[src/rtl/calc_pkg.sv]
// Shared calculator number format: sign, BCD significand, exponent and error flag.
package calc_pkg;
    localparam int NumDigits = 8;
    localparam int ExpW      = $clog2(NumDigits);

    typedef struct packed {
        logic                   err;
        logic                   sign;
        logic [NumDigits*4-1:0] sig;
        logic [ExpW-1:0]        expo;
    } num_t;
endpackage

[src/rtl/alu_add_seq.sv]
// Multi-cycle BCD add/subtract sequencer: exponent align, digit-serial add/sub, normalize.
//   state    | meaning
//   S_IDLE   | ready for a new operation
//   S_ALIGN  | shift smaller-exponent significand right one digit per cycle
//   S_ADDSUB | one BCD digit per cycle, LSD first, registered carry/borrow
//   S_NORM   | carry shift / left normalize, one step per cycle
//   S_DONE   | result held until the consumer accepts it
module alu_add_seq #(
    parameter int NumDigits = calc_pkg::NumDigits,
    parameter int MaxExp    = NumDigits - 1
) (
    input  logic                               clk_i,
    input  logic                               rst_i,
    input  logic                               in_valid_i,
    output logic                               in_ready_o,
    input  logic                               op_sub_i,
    input  logic [$bits(calc_pkg::num_t)-1:0]  left_i,
    input  logic [$bits(calc_pkg::num_t)-1:0]  right_i,
    output logic                               out_valid_o,
    input  logic                               out_ready_i,
    output logic [$bits(calc_pkg::num_t)-1:0]  result_o,
    output logic                               busy_o
);
    localparam int SigW = NumDigits * 4;
    localparam int ExpW = $bits(calc_pkg::num_t) - SigW - 2;
    localparam int IdxW = $clog2(NumDigits);
    localparam int CntW = $clog2(NumDigits + 1);

    typedef enum logic [2:0] {S_IDLE, S_ALIGN, S_ADDSUB, S_NORM, S_DONE} state_t;

    state_t            state_q, state_d;
    logic [SigW-1:0]   a_sig_q, a_sig_d, b_sig_q, b_sig_d, r_sig_q, r_sig_d;
    logic              a_sign_q, a_sign_d, b_sign_q, b_sign_d;
    logic              shift_a_q, shift_a_d;
    logic [ExpW-1:0]   exp_q, exp_d;
    logic [CntW-1:0]   cnt_q, cnt_d;
    logic              carry_q, carry_d;
    logic              sign_q, sign_d;
    logic              err_q, err_d;
    calc_pkg::num_t    result_q, result_d;

    calc_pkg::num_t    left_n, right_n;
    logic              exp_l_lt_r;
    logic [ExpW-1:0]   exp_diff;
    logic [CntW-1:0]   shift_cnt;
    logic              same_sign, mag_a_ge, res_sign;
    logic [SigW-1:0]   x_sig, y_sig;
    logic [IdxW-1:0]   idx;
    logic [3:0]        xd, yd, dig;
    logic [4:0]        sum;
    logic              cout;

    assign left_n  = left_i;
    assign right_n = right_i;

    assign exp_l_lt_r = left_n.expo < right_n.expo;
    assign exp_diff   = exp_l_lt_r ? (right_n.expo - left_n.expo) : (left_n.expo - right_n.expo);
    assign shift_cnt  = (CntW'(exp_diff) >= CntW'(NumDigits)) ? CntW'(NumDigits) : CntW'(exp_diff);

    // Exponents are equal after alignment, so packed BCD compares like binary.
    assign same_sign = a_sign_q == b_sign_q;
    assign mag_a_ge  = a_sig_q >= b_sig_q;
    assign x_sig     = (same_sign || mag_a_ge) ? a_sig_q : b_sig_q;
    assign y_sig     = (same_sign || mag_a_ge) ? b_sig_q : a_sig_q;
    assign res_sign  = same_sign ? a_sign_q :
                       (a_sig_q == b_sig_q) ? 1'b0 :
                       (mag_a_ge ? a_sign_q : b_sign_q);

    assign idx = IdxW'(NumDigits - 1) - IdxW'(cnt_q);
    assign xd  = x_sig[{idx, 2'b00} +: 4];
    assign yd  = y_sig[{idx, 2'b00} +: 4];

    always_comb begin
        sum  = '0;
        dig  = '0;
        cout = 1'b0;
        if (same_sign) begin
            sum  = {1'b0, xd} + {1'b0, yd} + {4'b0, carry_q};
            cout = sum > 5'd9;
            dig  = cout ? (sum[3:0] + 4'd6) : sum[3:0];
        end else begin
            sum  = {1'b0, xd} - {1'b0, yd} - {4'b0, carry_q};
            cout = sum[4];
            dig  = cout ? (sum[3:0] + 4'd10) : sum[3:0];
        end
    end

    always_comb begin
        state_d   = state_q;
        a_sig_d   = a_sig_q;
        b_sig_d   = b_sig_q;
        r_sig_d   = r_sig_q;
        a_sign_d  = a_sign_q;
        b_sign_d  = b_sign_q;
        shift_a_d = shift_a_q;
        exp_d     = exp_q;
        cnt_d     = cnt_q;
        carry_d   = carry_q;
        sign_d    = sign_q;
        err_d     = err_q;
        result_d  = result_q;

        case (state_q)
            S_IDLE: begin
                if (in_valid_i) begin
                    a_sig_d   = left_n.sig;
                    a_sign_d  = left_n.sign;
                    b_sig_d   = right_n.sig;
                    b_sign_d  = right_n.sign ^ op_sub_i;
                    shift_a_d = exp_l_lt_r;
                    exp_d     = exp_l_lt_r ? right_n.expo : left_n.expo;
                    err_d     = 1'b0;
                    carry_d   = 1'b0;
                    if (left_n.err || right_n.err) begin
                        result_d     = '0;
                        result_d.err = 1'b1;
                        state_d      = S_DONE;
                    end else if (shift_cnt == '0) begin
                        cnt_d   = CntW'(NumDigits - 1);
                        state_d = S_ADDSUB;
                    end else begin
                        cnt_d   = shift_cnt;
                        state_d = S_ALIGN;
                    end
                end
            end
            S_ALIGN: begin
                if (shift_a_q) a_sig_d = a_sig_q >> 4;
                else           b_sig_d = b_sig_q >> 4;
                cnt_d = cnt_q - 1'b1;
                if (cnt_q == CntW'(1)) begin
                    cnt_d   = CntW'(NumDigits - 1);
                    carry_d = 1'b0;
                    state_d = S_ADDSUB;
                end
            end
            S_ADDSUB: begin
                r_sig_d = {dig, r_sig_q[SigW-1:4]};
                carry_d = cout;
                sign_d  = res_sign;
                cnt_d   = cnt_q - 1'b1;
                if (cnt_q == '0) state_d = S_NORM;
            end
            S_NORM: begin
                if (err_q) begin
                    result_d     = '0;
                    result_d.err = 1'b1;
                    state_d      = S_DONE;
                end else if (carry_q) begin
                    carry_d = 1'b0;
                    if (exp_q == ExpW'(MaxExp)) begin
                        err_d = 1'b1;
                    end else begin
                        r_sig_d = {4'd1, r_sig_q[SigW-1:4]};
                        exp_d   = exp_q + 1'b1;
                    end
                end else if (exp_q != '0 && r_sig_q[SigW-1 -: 4] == 4'd0) begin
                    r_sig_d = {r_sig_q[SigW-5:0], 4'd0};
                    exp_d   = exp_q - 1'b1;
                end else begin
                    result_d.err  = 1'b0;
                    result_d.sign = (r_sig_q == '0) ? 1'b0 : sign_q;
                    result_d.sig  = r_sig_q;
                    result_d.expo = exp_q;
                    state_d       = S_DONE;
                end
            end
            S_DONE: begin
                if (out_ready_i) state_d = S_IDLE;
            end
            default: state_d = S_IDLE;
        endcase
    end

    always_ff @(posedge clk_i) begin
        if (rst_i) begin
            state_q   <= S_IDLE;
            a_sig_q   <= '0;
            b_sig_q   <= '0;
            r_sig_q   <= '0;
            a_sign_q  <= 1'b0;
            b_sign_q  <= 1'b0;
            shift_a_q <= 1'b0;
            exp_q     <= '0;
            cnt_q     <= '0;
            carry_q   <= 1'b0;
            sign_q    <= 1'b0;
            err_q     <= 1'b0;
            result_q  <= '0;
        end else begin
            state_q   <= state_d;
            a_sig_q   <= a_sig_d;
            b_sig_q   <= b_sig_d;
            r_sig_q   <= r_sig_d;
            a_sign_q  <= a_sign_d;
            b_sign_q  <= b_sign_d;
            shift_a_q <= shift_a_d;
            exp_q     <= exp_d;
            cnt_q     <= cnt_d;
            carry_q   <= carry_d;
            sign_q    <= sign_d;
            err_q     <= err_d;
            result_q  <= result_d;
        end
    end

    assign in_ready_o  = state_q == S_IDLE;
    assign out_valid_o = state_q == S_DONE;
    assign busy_o      = state_q != S_IDLE;
    assign result_o    = result_q;
endmodule

[config.mk]
export PLATFORM = sky130hd
export DESIGN_NAME = alu_add_seq
export DESIGN_NICKNAME = d
export VERILOG_FILES = /design/src/rtl/calc_pkg.sv /design/src/rtl/alu_add_seq.sv
export SDC_FILE = /design/constraint.sdc
export NUM_CORES = 1
export LEC_CHECK = 0
export CORE_ASPECT_RATIO = 0.7
export CORE_MARGIN = 3
export CORE_UTILIZATION = 40
export DETAILED_ROUTE_END_ITERATION = 8
export HOLD_SLACK_MARGIN = 0.03
export MAX_ROUTING_LAYER = met4
export PLACE_DENSITY_LB_ADDON = 0.12
export SYNTH_ARGS = -nofsm -noshare
export SYNTH_HDL_FRONTEND = slang
export SYNTH_SLANG_ARGS = --single-unit
[constraint.sdc]
create_clock -name clk_i -period 4.9 [get_ports clk_i]
set_clock_uncertainty 0.05 [all_clocks]
set_input_delay 0.49 -clock clk_i [delete_from_list [all_inputs] [get_ports clk_i]]
set_output_delay 0.49 -clock clk_i [all_outputs]
set_load 0.05 [all_outputs]
# --- Word level (Yosys, flattened, before mapping) ---
# Cells that the tools add are included.
totals:
  register_bits: 149
  input_bits: 79
  out_inout_bits: 40
  elab_cells: 138
op_classes:
  addsub: 12
  n_lt_le_gt_ge: 3
  eq_ne: 21
  shifts: 2
  n_mux: 58
  bitwise: 1
  n_reduce_logical: 25
ops:
  columns: ["op", "count"]
  rows:
  - ["$mux W32", 10]
  - ["$pmux W32 S2", 3]
  - ["$mux W37", 5]
  - ["$pmux W37 S2", 1]
  - ["$shiftx A32 B6 Y4", 2]
  - ["$mux W3", 16]
  - ["$eq A32 B32 Y1", 1]
  - ["$ge A32 B32 Y1", 1]
  - ["$logic_not A32 Y1", 1]
  - ["$mux W4", 6]
  - ["$pmux W3 S5", 1]
  - ["$ne A2 B2 Y1 const B", 7]
  - ["$logic_not A4 Y1", 3]
  - ["$ne A3 B3 Y1 const B", 4]
  - ["$pmux W4 S3", 1]
  - ["$mux W1", 11]
  - ["$reduce_and A5 Y1", 2]
  - ["$reduce_and A3 Y1", 3]
  - ["$reduce_bool A3 Y1", 3]
  - ["$reduce_and A4 Y1", 2]
  - ["$eq A3 B2 Y1 const B", 2]
  - ["$eq A3 B3 Y1 const B", 2]
  - ["$pmux W3 S2", 1]
  - ["$reduce_and A6 Y1", 1]
  - ["27 further kinds", 33]

# --- Depth between registers and ports, before layout ---
# Gate-level depths: netlist of run 1.
logic_depth:
  ltp_word: 10
  mapped_depth: 21
  mapped_depth_nobuf: 20

# --- Worst setup path before layout of run 1 ---
# OpenSTA, ideal clock, no wires.
synth_path:
  path_type: "reg2reg"
  from: "register b_sig_q[30]"
  to: "register r_sig_q[30]"
  setup_time_ps: 91
  arrival_time_ps: 4510
  required_ps: 4759
  path_slack_ps: 249
  stages_incl_launch_ff: 21
  n_path_buf: 1
  synth_period_minus_slack_ps: 4651
  path_cell_list: "dfxtp_1 > inv_1 > ha_1 > nand4_4 > nor3_1 > a2111oi_2 > nand4_1 > a21oi_2 > buf_2 > mux4_2 > a22o_1 > nor2_1 > fa_1 > fa_1 > ha_1 > nand2_1 > o21ai_0 > o21ai_0 > mux2i_1 > o211ai_1 > a311oi_1"
synth_via:
  elab_chain_len: 10
  word_cells_on_any_way: 17
  classes_between: "6 x add/sub; 2 x order compare; 2 x shift; 6 x mux; 1 x reduce/logical"
synth_lines:
  columns: ["element", "line_no", "rtl"]
  rows:
  - ["start: declaration", "alu_add_seq.sv:32", "logic [SigW-1:0] a_sig_q, a_sig_d, b_sig_q, b_sig_d, r_sig_q, r_sig_d;"]
  - ["start signal: assignment", "alu_add_seq.sv:193", "b_sig_q <= b_sig_d;"]
  - ["$ge A32 B32 Y1", "alu_add_seq.sv:62", "assign mag_a_ge = a_sig_q >= b_sig_q;"]
  - ["$logic_or A1 B1 Y1", "alu_add_seq.sv:63, alu_add_seq.sv:64", null]
  - ["$mux W32 (on tied branches)", "alu_add_seq.sv:63, alu_add_seq.sv:64", null]
  - ["$shiftx A32 B6 Y4 (on tied branches)", "alu_add_seq.sv:70, alu_add_seq.sv:71", null]
  - ["$sub A4 B4 Y5 / $add A4 B4 Y5 (equally long branches)", "alu_add_seq.sv:82, alu_add_seq.sv:78", null]
  - ["$sub A5 B1 Y5 / $add A5 B1 Y5 (equally long branches)", "alu_add_seq.sv:82, alu_add_seq.sv:78", null]
  - ["$add A4 B4 Y4, or another cell as far along", "alu_add_seq.sv:84", "dig = cout ? (sum[3:0] + 4'd10) : sum[3:0];"]
  - ["$mux W4 (on tied branches)", "alu_add_seq.sv:84, alu_add_seq.sv:80", null]
  - ["$mux W4 *", "alu_add_seq.sv:77", "if (same_sign) begin"]
  - ["$pmux W32 S2 *", "alu_add_seq.sv:103", "case (state_q)"]
  - ["end signal: assignment", "alu_add_seq.sv:194", "r_sig_q <= r_sig_d;"]
  - ["end: declaration", "alu_add_seq.sv:32", null]
# Every way passes the cells marked *; elsewhere a longest branch is shown, timed or not.
# A chain may end at the register's enable or synchronous reset.

# --- Worst setup path in the final report of run 1 ---
layout_path:
  from: "register b_sig_q[29]"
  to: "register r_sig_q[31]"
# The elaborated chain is that of the path after synthesis.

==> summary by stage, run 1 <==
Power and ir drop
The total power per unit cell area is roughly 690 nW/µm². The maximum vdd drop is 0.000406 V. For this design the static power due to leakage is roughly 4.5 nW. The post-layout total power is 8.11 mW.

Run
The max capacitance violation total is 0.

Floorplan
The total I/O pin count is approximately 120. The number of rows created at floorplan is 45. The effective utilization at floorplan is 0.409. The die area is 24100 µm². The region available for standard cell placement spans about 22000 µm².

In this run the horizontal extent of the chip is between 150 and 200 µm. From bottom edge to top edge, the die measures roughly 130 µm.

Drt
The average vias per placed instance is roughly 5.6. The detailed router finished its first iteration with about 590 violations. The routed wire length on met2 is 10.9 mm.

The met3 wire length is 1.70 mm. The routed layout has 8572 vias. In this run the remaining antenna-violating nets after routing total 0.

The first detailed-routing pass took 5 iterations. The detailed-route DRC error count is 0. The top routing layer in use is met4. Dividing the detail-routed wire length by the instance count gives ~18 µm. After detailed routing, the wire length on met1 is around 14 mm. The routed design has about 27 mm of wire.

Synth
The cell count after synthesis came out at 1072. The multiplexer fraction of the synthesized cell area is 0.0949. Of the total synthesized cell area, the portion taken by full adders, half adders and majority gates is 0.0845.

Of the total synthesized cell area, the portion taken by XOR and XNOR cells is 0.0108. The main combinational cell family by area after synthesis is simple AND/OR/NAND/NOR gates. The number of warnings reported in the yosys synthesis log is 0.

The average footprint of a synthesized cell is just over 8 µm². The post-synthesis compound-gate area fraction came to 0.195. When the netlist entered floorplanning its net count stood at approximately 1200.

The number of storage elements in the synthesis netlist is about 150. The number of synthesized flops with an enable pin is 0. Of the total synthesized cell area, the portion taken by AND, OR, NAND and NOR gates is 0.220. The synthesized area is 8910 µm². Of the synthesized area, sequential elements account for 0.335. Counting distinct cell types in the post-synthesis netlist gives 66.

Among all flip-flop cells after synthesis, the most frequent one is sky130_fd_sc_hd__dfxtp_1. Of all flip-flops after synthesis, the portion carrying an async set or reset was 0.

Layout
The count of inserted antenna diode cells is 0. Fill cells in the final layout number 2042. The synthesis-to-finish area growth is 31.6%. The fraction of layout instances using a drive strength above 1 is 0.174. The net total in the final layout is about 1400.

Status
The run finished with clean final reports.

Placed design
The placed wire-length estimate after detailed placement is 19.5 mm. During placement, the flow inserted port buffers numbering 118. The congestion estimate from routability-driven global placement came to 0.916.

Clock tree
The clock net in this run drives a total of between 100 and 150 sinks. Clock-pin slew was measured on the worst setup and hold paths at approximately 0.060 ns. The longest clock path from root to sink contains 2 buffers. The clock reaches the later pin of the worst-skew pair after 0.45 ns. The maximum level of the CTS H-tree is 4. Buffers inserted to repair hold after CTS numbered 0.

The clock tree root buffer cell is sky130_fd_sc_hd__clkbuf_16. The number of buffers added by the clock tree synthesis step is 17. The CTS tree is done.

Critical path
Walking the worst path, the cells encountered are inv_1, ha_1, nand4_4, nor3_1, a2111oi_4, nand4_1, buf_4, a21oi_4, buf_6, mux4_2, a22oi_2, nand2_2, ha_4, inv_1, ha_4, a21oi_4, xnor2_2, o22a_1, buf_4, o211ai_1, o31ai_1, a21oi_1, nor3_1. The worst setup path is launched from a flip-flop. The data required time of the critical path is between 5 and 6 ns. The path type of the worst setup path is reg2reg. At the worst endpoint, the arrival time is 5.05 ns. In this run the worst path has a maximum fanout of 5.

The register-to-register path setup slack is approximately 0.13 ns. On the worst path, the slowest cell contributes a delay of ~0.52 ns. The slowest stage of the critical path belongs to the cell sky130_fd_sc_hd__mux4_2. STA classifies the critical path endpoint as a flip-flop.

Timing
The final critical path time including I/O delays and setup is 4.77 ns. The number of failing hold endpoints at the final stage is 0. Timing would allow up to ~210 MHz.

The fraction of the cycle the final worst path needs is 0.974. The worst slew margin relative to its limit is 0.271. Setup violations remaining at the end of the flow were counted as 0. The slew at the pin with the worst max-slew slack is roughly 1.1 ns. The final max-slew violation count is 0. The tightest hold path in the finished design has a slack of ~0.4 ns.

Global routing
The initial antenna violation count was 0. The global route total overflow is 0. The overall track demand over capacity in global routing is 0.232. The first global-routing pass estimated ~43 mm of wire. Entering global routing, the biggest net connects 75 pins. The number of global-route vias before repair was approximately 7800.

Worst hold path
The worst hold path belongs to the class reg2reg.
-- synthesized netlist by cell type (4+ instances only) --
library cell,number,share of area
sky130_fd_sc_hd__ha_1,49,0.069
sky130_fd_sc_hd__and4_1,4,0.0039
sky130_fd_sc_hd__nor2_1,158,0.067
sky130_fd_sc_hd__buf_2,18,0.010
sky130_fd_sc_hd__xor2_1,4,0.0039
sky130_fd_sc_hd__and2_1,4,0.0028
sky130_fd_sc_hd__nor4_1,9,0.0063
sky130_fd_sc_hd__o21ai_1,4,0.0022
sky130_fd_sc_hd__nand3_1,12,0.0067
sky130_fd_sc_hd__a311oi_1,84,0.083
sky130_fd_sc_hd__o21ai_0,10,0.0056
sky130_fd_sc_hd__mux4_2,23,0.058
sky130_fd_sc_hd__nor2b_1,4,0.0028
sky130_fd_sc_hd__nand2b_1,12,0.0084
sky130_fd_sc_hd__nand4_1,13,0.0091
sky130_fd_sc_hd__nor3_1,12,0.0067
sky130_fd_sc_hd__mux2i_1,8,0.0090
sky130_fd_sc_hd__a211oi_1,5,0.0042
sky130_fd_sc_hd__clkbuf_1,53,0.022
sky130_fd_sc_hd__mux4_1,9,0.027
sky130_fd_sc_hd__inv_1,50,0.021
sky130_fd_sc_hd__dfxtp_1,149,0.33
sky130_fd_sc_hd__fa_1,7,0.016
sky130_fd_sc_hd__a22oi_1,46,0.039
sky130_fd_sc_hd__a21o_1,4,0.0034
sky130_fd_sc_hd__o211ai_1,7,0.0059
sky130_fd_sc_hd__a21oi_1,40,0.022
sky130_fd_sc_hd__or3_1,4,0.0028
sky130_fd_sc_hd__xnor2_1,7,0.0069
sky130_fd_sc_hd__buf_1,4,0.0017
sky130_fd_sc_hd__nand2_1,212,0.089
-- cell usage in the layout (no fill, tap or decap), types with 9 or more instances in the layout --
| cell | count |
|---|---|
| sky130_fd_sc_hd__a21oi_1 | 39 |
| sky130_fd_sc_hd__a22oi_1 | 44 |
| sky130_fd_sc_hd__a311oi_1 | 84 |
| sky130_fd_sc_hd__buf_4 | 99 |
| sky130_fd_sc_hd__clkbuf_16 | 17 |
| sky130_fd_sc_hd__clkdlybuf4s50_1 | 117 |
| sky130_fd_sc_hd__dfxtp_1 | 143 |
| sky130_fd_sc_hd__ha_1 | 38 |
| sky130_fd_sc_hd__ha_4 | 10 |
| sky130_fd_sc_hd__inv_1 | 50 |
| sky130_fd_sc_hd__mux4_1 | 9 |
| sky130_fd_sc_hd__mux4_2 | 23 |
| sky130_fd_sc_hd__nand2_1 | 207 |
| sky130_fd_sc_hd__nand2b_1 | 12 |
| sky130_fd_sc_hd__nand3_1 | 12 |
| sky130_fd_sc_hd__nand4_1 | 13 |
| sky130_fd_sc_hd__nor2_1 | 157 |
| sky130_fd_sc_hd__nor3_1 | 10 |
-- per-stage QoR --
| stage | area (µm²) | setup slack [ns] | setup TNS, ns | utilization | instances |
|---|---|---|---|---|---|
| floorplan | 8910 | 0.249 | 0 | - | 1072 |
| global placement | 10800 | -0.0664 | -0.117 | 0.496 | 1484 |
| finish | 11700 | 0.126 | 0 | 0.538 | 1526 |
| detailed placement | 10800 | -0.196 | -0.454 | 0.496 | 1484 |
| CTS | 11400 | 0.0135 | 0 | 0.524 | 1518 |
| global route | 11700 | -0.0520 | -0.0520 | 0.538 | 1526 |
-- path summary, 6_finish.rpt --
check / to / depth (start not counted) / start
setup / recovery: r_sig_q[31] / 23 / b_sig_q[29]
hold / removal: result_o[35] / 2 / result_o[35]
setup reg to reg: r_sig_q[31] / 23 / b_sig_q[29]
hold reg to reg: result_o[35] / 2 / result_o[35]
-- flip-flops by register name, indices dropped and copies added, names as in the netlist, 3 cells and up --
name	flops
a_sig_q	32
b_sig_q	32
cnt_q	4
exp_q	3
r_sig_q	32
result_o	37
state_q	3
-- per-layer routing --
layer,track usage,vias to the layer above
li1,-,4187
met1,0.352,4089
met2,0.305,262
met3,0.0487,34
met4,0.0631,0
met5,-,-
-- critical path, delay by kind of cell, from the launching register on --
family                   cells  cell delay [ns]
AO/OA/AOI/OAI                8             1.57
XOR/XNOR                     1             0.11
adder cells (fa/ha/maj)      3             0.86
buffers and inverters        5             0.61
flip-flops                   1             0.33
multiplexers                 1             0.52
AND/OR/NAND/NOR              5             0.63
-- where the power goes --
part	switching (mW)	internal (mW)	leakage [nW]
logic	2.73	2.29	2.99
clock network	0.540	0.721	0.283
registers	0.319	1.51	1.22
total	3.59	4.52	4.50
-- cell type report --
type / instances / area (µm²) / area share
Clock buffer: 19 / 453 / 0.0386
Clock inverter: 12 / 104 / 0.00886
Timing Repair Buffer: 218 / 1940 / 0.165
Tap cell: 282 / 353 / 0.0301
Inverter: 53 / 199 / 0.0170
Sequential cell: 149 / 2990 / 0.255
Multi-Input combinational cell: 793 / 5690 / 0.485
-- repair_timing --
item	CTS	global route
pin swaps	2	20
cloned	1	0
setup buffers	2	8
endpoints found under the setup margin	3	4
resized for setup	3	46
endpoints found under the hold margin	0	0
-- cells by family (layout without fill, tap and decap cells) --
logic type / count (synthesis) / in the layout
compound gates: 229 / 230
xor+xnor: 11 / 11
fa+ha+maj: 56 / 56
buf+inv: 131 / 302
flops: 149 / 149
mux: 41 / 41
simple gates: 455 / 455
(Power assumes the default switching activity.)
==> inputs of run 2 (changes only) <==
--- a/config.mk
+++ b/config.mk
@@ -6,7 +6,9 @@
 export NUM_CORES = 1
 export LEC_CHECK = 0
+export CELL_PAD_IN_SITES_DETAIL_PLACEMENT = 1
+export CELL_PAD_IN_SITES_GLOBAL_PLACEMENT = 2
 export CORE_ASPECT_RATIO = 0.7
 export CORE_MARGIN = 3
-export CORE_UTILIZATION = 40
+export CORE_UTILIZATION = 30
 export DETAILED_ROUTE_END_ITERATION = 8
 export HOLD_SLACK_MARGIN = 0.03
==> constraint.sdc (replaced) <==
create_clock -name clk_i -period 4.9 [get_ports clk_i]
set_clock_uncertainty 0.05 [all_clocks]
set_input_delay 1.47 -clock clk_i [delete_from_list [all_inputs] [get_ports clk_i]]
set_output_delay 1.47 -clock clk_i [all_outputs]
set_load 0.05 [all_outputs]
==> summary by stage, run 2 (same netlist as run 1, synthesis figures left out) <==
Status
Result of the run: complete, no violations (unchanged).

Critical path
The largest fanout on the critical path is 6 (was 5). The launch point of the worst reg-to-reg path is b_sig_q[7] (was b_sig_q[29]). The count of cells along the worst register-to-register path came to 25 (was 23). The timing startpoint of the critical path was b_sig_q[7] (was b_sig_q[29]). The data required time of the critical path is 5.17 ns (was 5.18 ns). The register-to-register path setup slack is 0.14 ns (was 0.13 ns). The destination of the worst register-to-register timing path is r_sig_q[31] (unchanged). The path type of the worst setup path was reg2reg (unchanged). The kind of start point of the critical path was a flip-flop (unchanged).

The critical path data arrival time came to 5.02 ns (was 5.05 ns). The critical path capture point type is a flip-flop (unchanged).

Power and ir drop
The internal power contribution came to 4.90 mW (was 4.52 mW). The portion of total power attributed to combinational logic is 0.630 (was 0.618). The clock power share is 0.158 (was 0.155). The standby leakage power is 4.58 nW (was 4.50 nW).

The maximum vdd drop is 0.000370 V (was 0.000406 V). The total power per unit cell area came to 718 nW/µm² (was 692 nW/µm²). The switching power share of the total is 0.442 (about the same).

The switching power came to 3.88 mW (was 3.59 mW). The sequential cell fraction of total power came to 0.213 (was 0.226).

Timing
The minimum hold slack came to 0.410 ns (was 0.402 ns). The worst slew margin relative to its limit was 0.245 (was 0.271). The final max-slew violation count is 0 (unchanged). The slew at the pin with the worst max-slew slack is 1.13 ns (was 1.09 ns).

The achievable clock frequency is 210 MHz (was 209 MHz). The setup-violating endpoint count in the final report is 0 (unchanged). Setup repair after global routing could not meet its margin everywhere.

The final critical path time including I/O delays and setup is 4.76 ns (was 4.77 ns). The fraction of the cycle the final worst path needs is 0.971 (was 0.974). The number of failing hold endpoints at the final stage is 0 (unchanged).

Worst hold path
The capture endpoint of the worst hold path is result_o[35] (unchanged). The classification of the worst-slack hold path is reg2reg (unchanged). The hold path startpoint is result_o[35] (unchanged).

The number of cells on the worst hold path is 2 (unchanged).

Layout
The number of filler instances in the final layout is 3373 (was 2042). Leading cell types in the layout, fill and taps excluded: sky130_fd_sc_hd__nand2_1, sky130_fd_sc_hd__nor2_1, sky130_fd_sc_hd__dfxtp_1 (unchanged). The number of flip-flops in the largest register is 37 (unchanged). The count of non-filler cells in the finished layout is 1635 (was 1526).

The synthesis-to-finish area growth was 37.1% (was 31.6%). The net total in the final layout is 1381 (was 1367). The fraction of layout instances using a drive strength above 1 is 0.218 (was 0.174).

The design area is 12200 µm² (was 11700 µm²). The count of inserted antenna diode cells is 0 (unchanged). The leading cell type in the layout, fill and taps excluded is sky130_fd_sc_hd__nand2_1 (unchanged).

Clock tree
The clock network latency to the later pin of the worst-skew pair is 0.44 ns (was 0.45 ns). The number of buffers inserted by hold repair at cts is 0 (unchanged). The maximum level of the CTS H-tree was 4 (unchanged). The CTS tree is done (unchanged). The number of buffers added by the clock tree synthesis step is 17 (unchanged). The TritonCTS sink count is 149 (unchanged). The register clock-pin slew on the reported worst setup and hold paths was 0.06 ns (about the same). The buffer levels on the longest clock path is 2 (unchanged). The clock tree root buffer cell is sky130_fd_sc_hd__clkbuf_16 (unchanged).

Drt
The detailed-route DRC error count is 0 (unchanged). The average wire length per cell after detail routing was 20.2 µm (was 17.9 µm). The number of DRC violations after detailed-routing iteration 0 came to 393 (was 589). The detailed-router iteration count before antenna repair was 5 (unchanged). The post-detailed-routing wire length is 33.0 mm (was 27.3 mm). The via total after detailed routing is 8739 (was 8572). The number of nets still failing antenna checks after routing is 0 (unchanged). The average vias per placed instance is 5.34 (was 5.62).

Floorplan
The effective utilization at floorplan came to 0.306 (was 0.409). The total I/O pin count is 119 (unchanged). The area of the placeable core came to 29100 µm² (was 21800 µm²). The number of rows created at floorplan is 52 (was 45). The die width came to 212 µm (was 184 µm). The die area was 31800 µm² (was 24100 µm²). The height of the die is 150 µm (was 131 µm).

Global routing
The first-pass GRT wire length is 50.4 mm (was 42.8 mm). The maximum number of pins on one net before global-route repair is 65 (was 75). The global route total overflow is 0 (unchanged). The initial antenna violation count is 0 (unchanged). The overall track demand over capacity in global routing is 0.210 (was 0.232).

The number of global-route vias before repair came to 8667 (was 7839).

Placed design
The post-placement cell count was 1596 (was 1484). The post-place instance area is 11100 µm² (was 10800 µm²). The final weighted congestion of routability-driven global placement is 0.820 (was 0.916). The port buffer count is 118 (unchanged). The placed wire-length estimate after detailed placement was 24.0 mm (was 19.5 mm).

Run
The max capacitance violation total came to 0 (unchanged).
[run 2: per-stage QoR]
step                utilization  worst slack, ns  total power, mW  setup TNS (ns)
finish                    0.420            0.144             8.78               0
detailed placement        0.380           -0.304             6.68           -1.02
CTS                       0.402          0.00914             8.15               0
global placement          0.380           -0.123             6.57          -0.324
floorplan                     -            0.249             4.85               0
global route              0.420           -0.158             9.46          -0.307
[run 2: timing repair]
| item | 4_1_cts | 5_1_grt |
|---|---|---|
| setup endpoints to repair | 4 | 4 |
| pin swaps | 2 | 39 |
| gates cloned | 1 | 0 |
| resized for setup | 3 | 96 |
| buffers inserted | 1 | 7 |
[run 2: worst max path at each step]
stage	endpoint
after floorplan	r_sig_q[30]
after global placement	r_sig_q[30]
after detailed placement	r_sig_q[31]
after CTS	r_sig_q[31]
after global routing	r_sig_q[30]
final	r_sig_q[31]
[run 2: area by class of cell]
type | count | area (µm²) | area share
well taps | 378 | 473 | 0.0387
repair buffers | 232 | 2050 | 0.168
inverters | 53 | 199 | 0.0163
clock buffers | 22 | 474 | 0.0388
flip-flops and latches | 149 | 3010 | 0.246
multi-input cells | 793 | 5890 | 0.482
clock inverters | 8 | 125 | 0.0102
[run 2: power by group through the flow]
| stage | clock [mW] | sequential [mW] | combinational, mW |
|---|---|---|---|
| final | 1.38 | 1.87 | 5.53 |
| after global routing | 1.46 | 1.91 | 6.09 |
| after CTS | 1.42 | 1.83 | 4.90 |
| after detailed placement | 0 | 1.85 | 4.83 |
| after global placement | 0 | 1.84 | 4.73 |
| after floorplan | 0 | 1.79 | 3.06 |
[run 2: critical path: stages, from the launching register on]
cell,delay [ns]
sky130_fd_sc_hd__dfxtp_1,0.33
sky130_fd_sc_hd__inv_1,0.07
sky130_fd_sc_hd__ha_4,0.27
sky130_fd_sc_hd__buf_4,0.09
sky130_fd_sc_hd__nand4_1,0.14
sky130_fd_sc_hd__nor4_4,0.30
sky130_fd_sc_hd__buf_4,0.20
sky130_fd_sc_hd__nand3_4,0.07
sky130_fd_sc_hd__nand4_1,0.12
sky130_fd_sc_hd__buf_6,0.13
sky130_fd_sc_hd__a21oi_4,0.06
sky130_fd_sc_hd__buf_6,0.14
sky130_fd_sc_hd__mux4_2,0.20
sky130_fd_sc_hd__a22o_1,0.19
sky130_fd_sc_hd__nor2_4,0.06
sky130_fd_sc_hd__fa_2,0.37
sky130_fd_sc_hd__fa_2,0.43
sky130_fd_sc_hd__xor2_2,0.19
sky130_fd_sc_hd__ha_2,0.18
sky130_fd_sc_hd__nand2_2,0.06
sky130_fd_sc_hd__o21ai_2,0.06
sky130_fd_sc_hd__buf_4,0.13
sky130_fd_sc_hd__a211oi_1,0.42
sky130_fd_sc_hd__o31ai_1,0.12
sky130_fd_sc_hd__a21oi_1,0.15
sky130_fd_sc_hd__nor3_1,0.07
[run 2: routing by layer]
metal  GRT usage  routed length (µm)  vias to the layer above
li1            -                   -                     4207
met1       0.326               18000                     4378
met2       0.287               13800                      139
met3      0.0296                 932                       15
met4      0.0368                 197                        0
met5           -                   0                        -
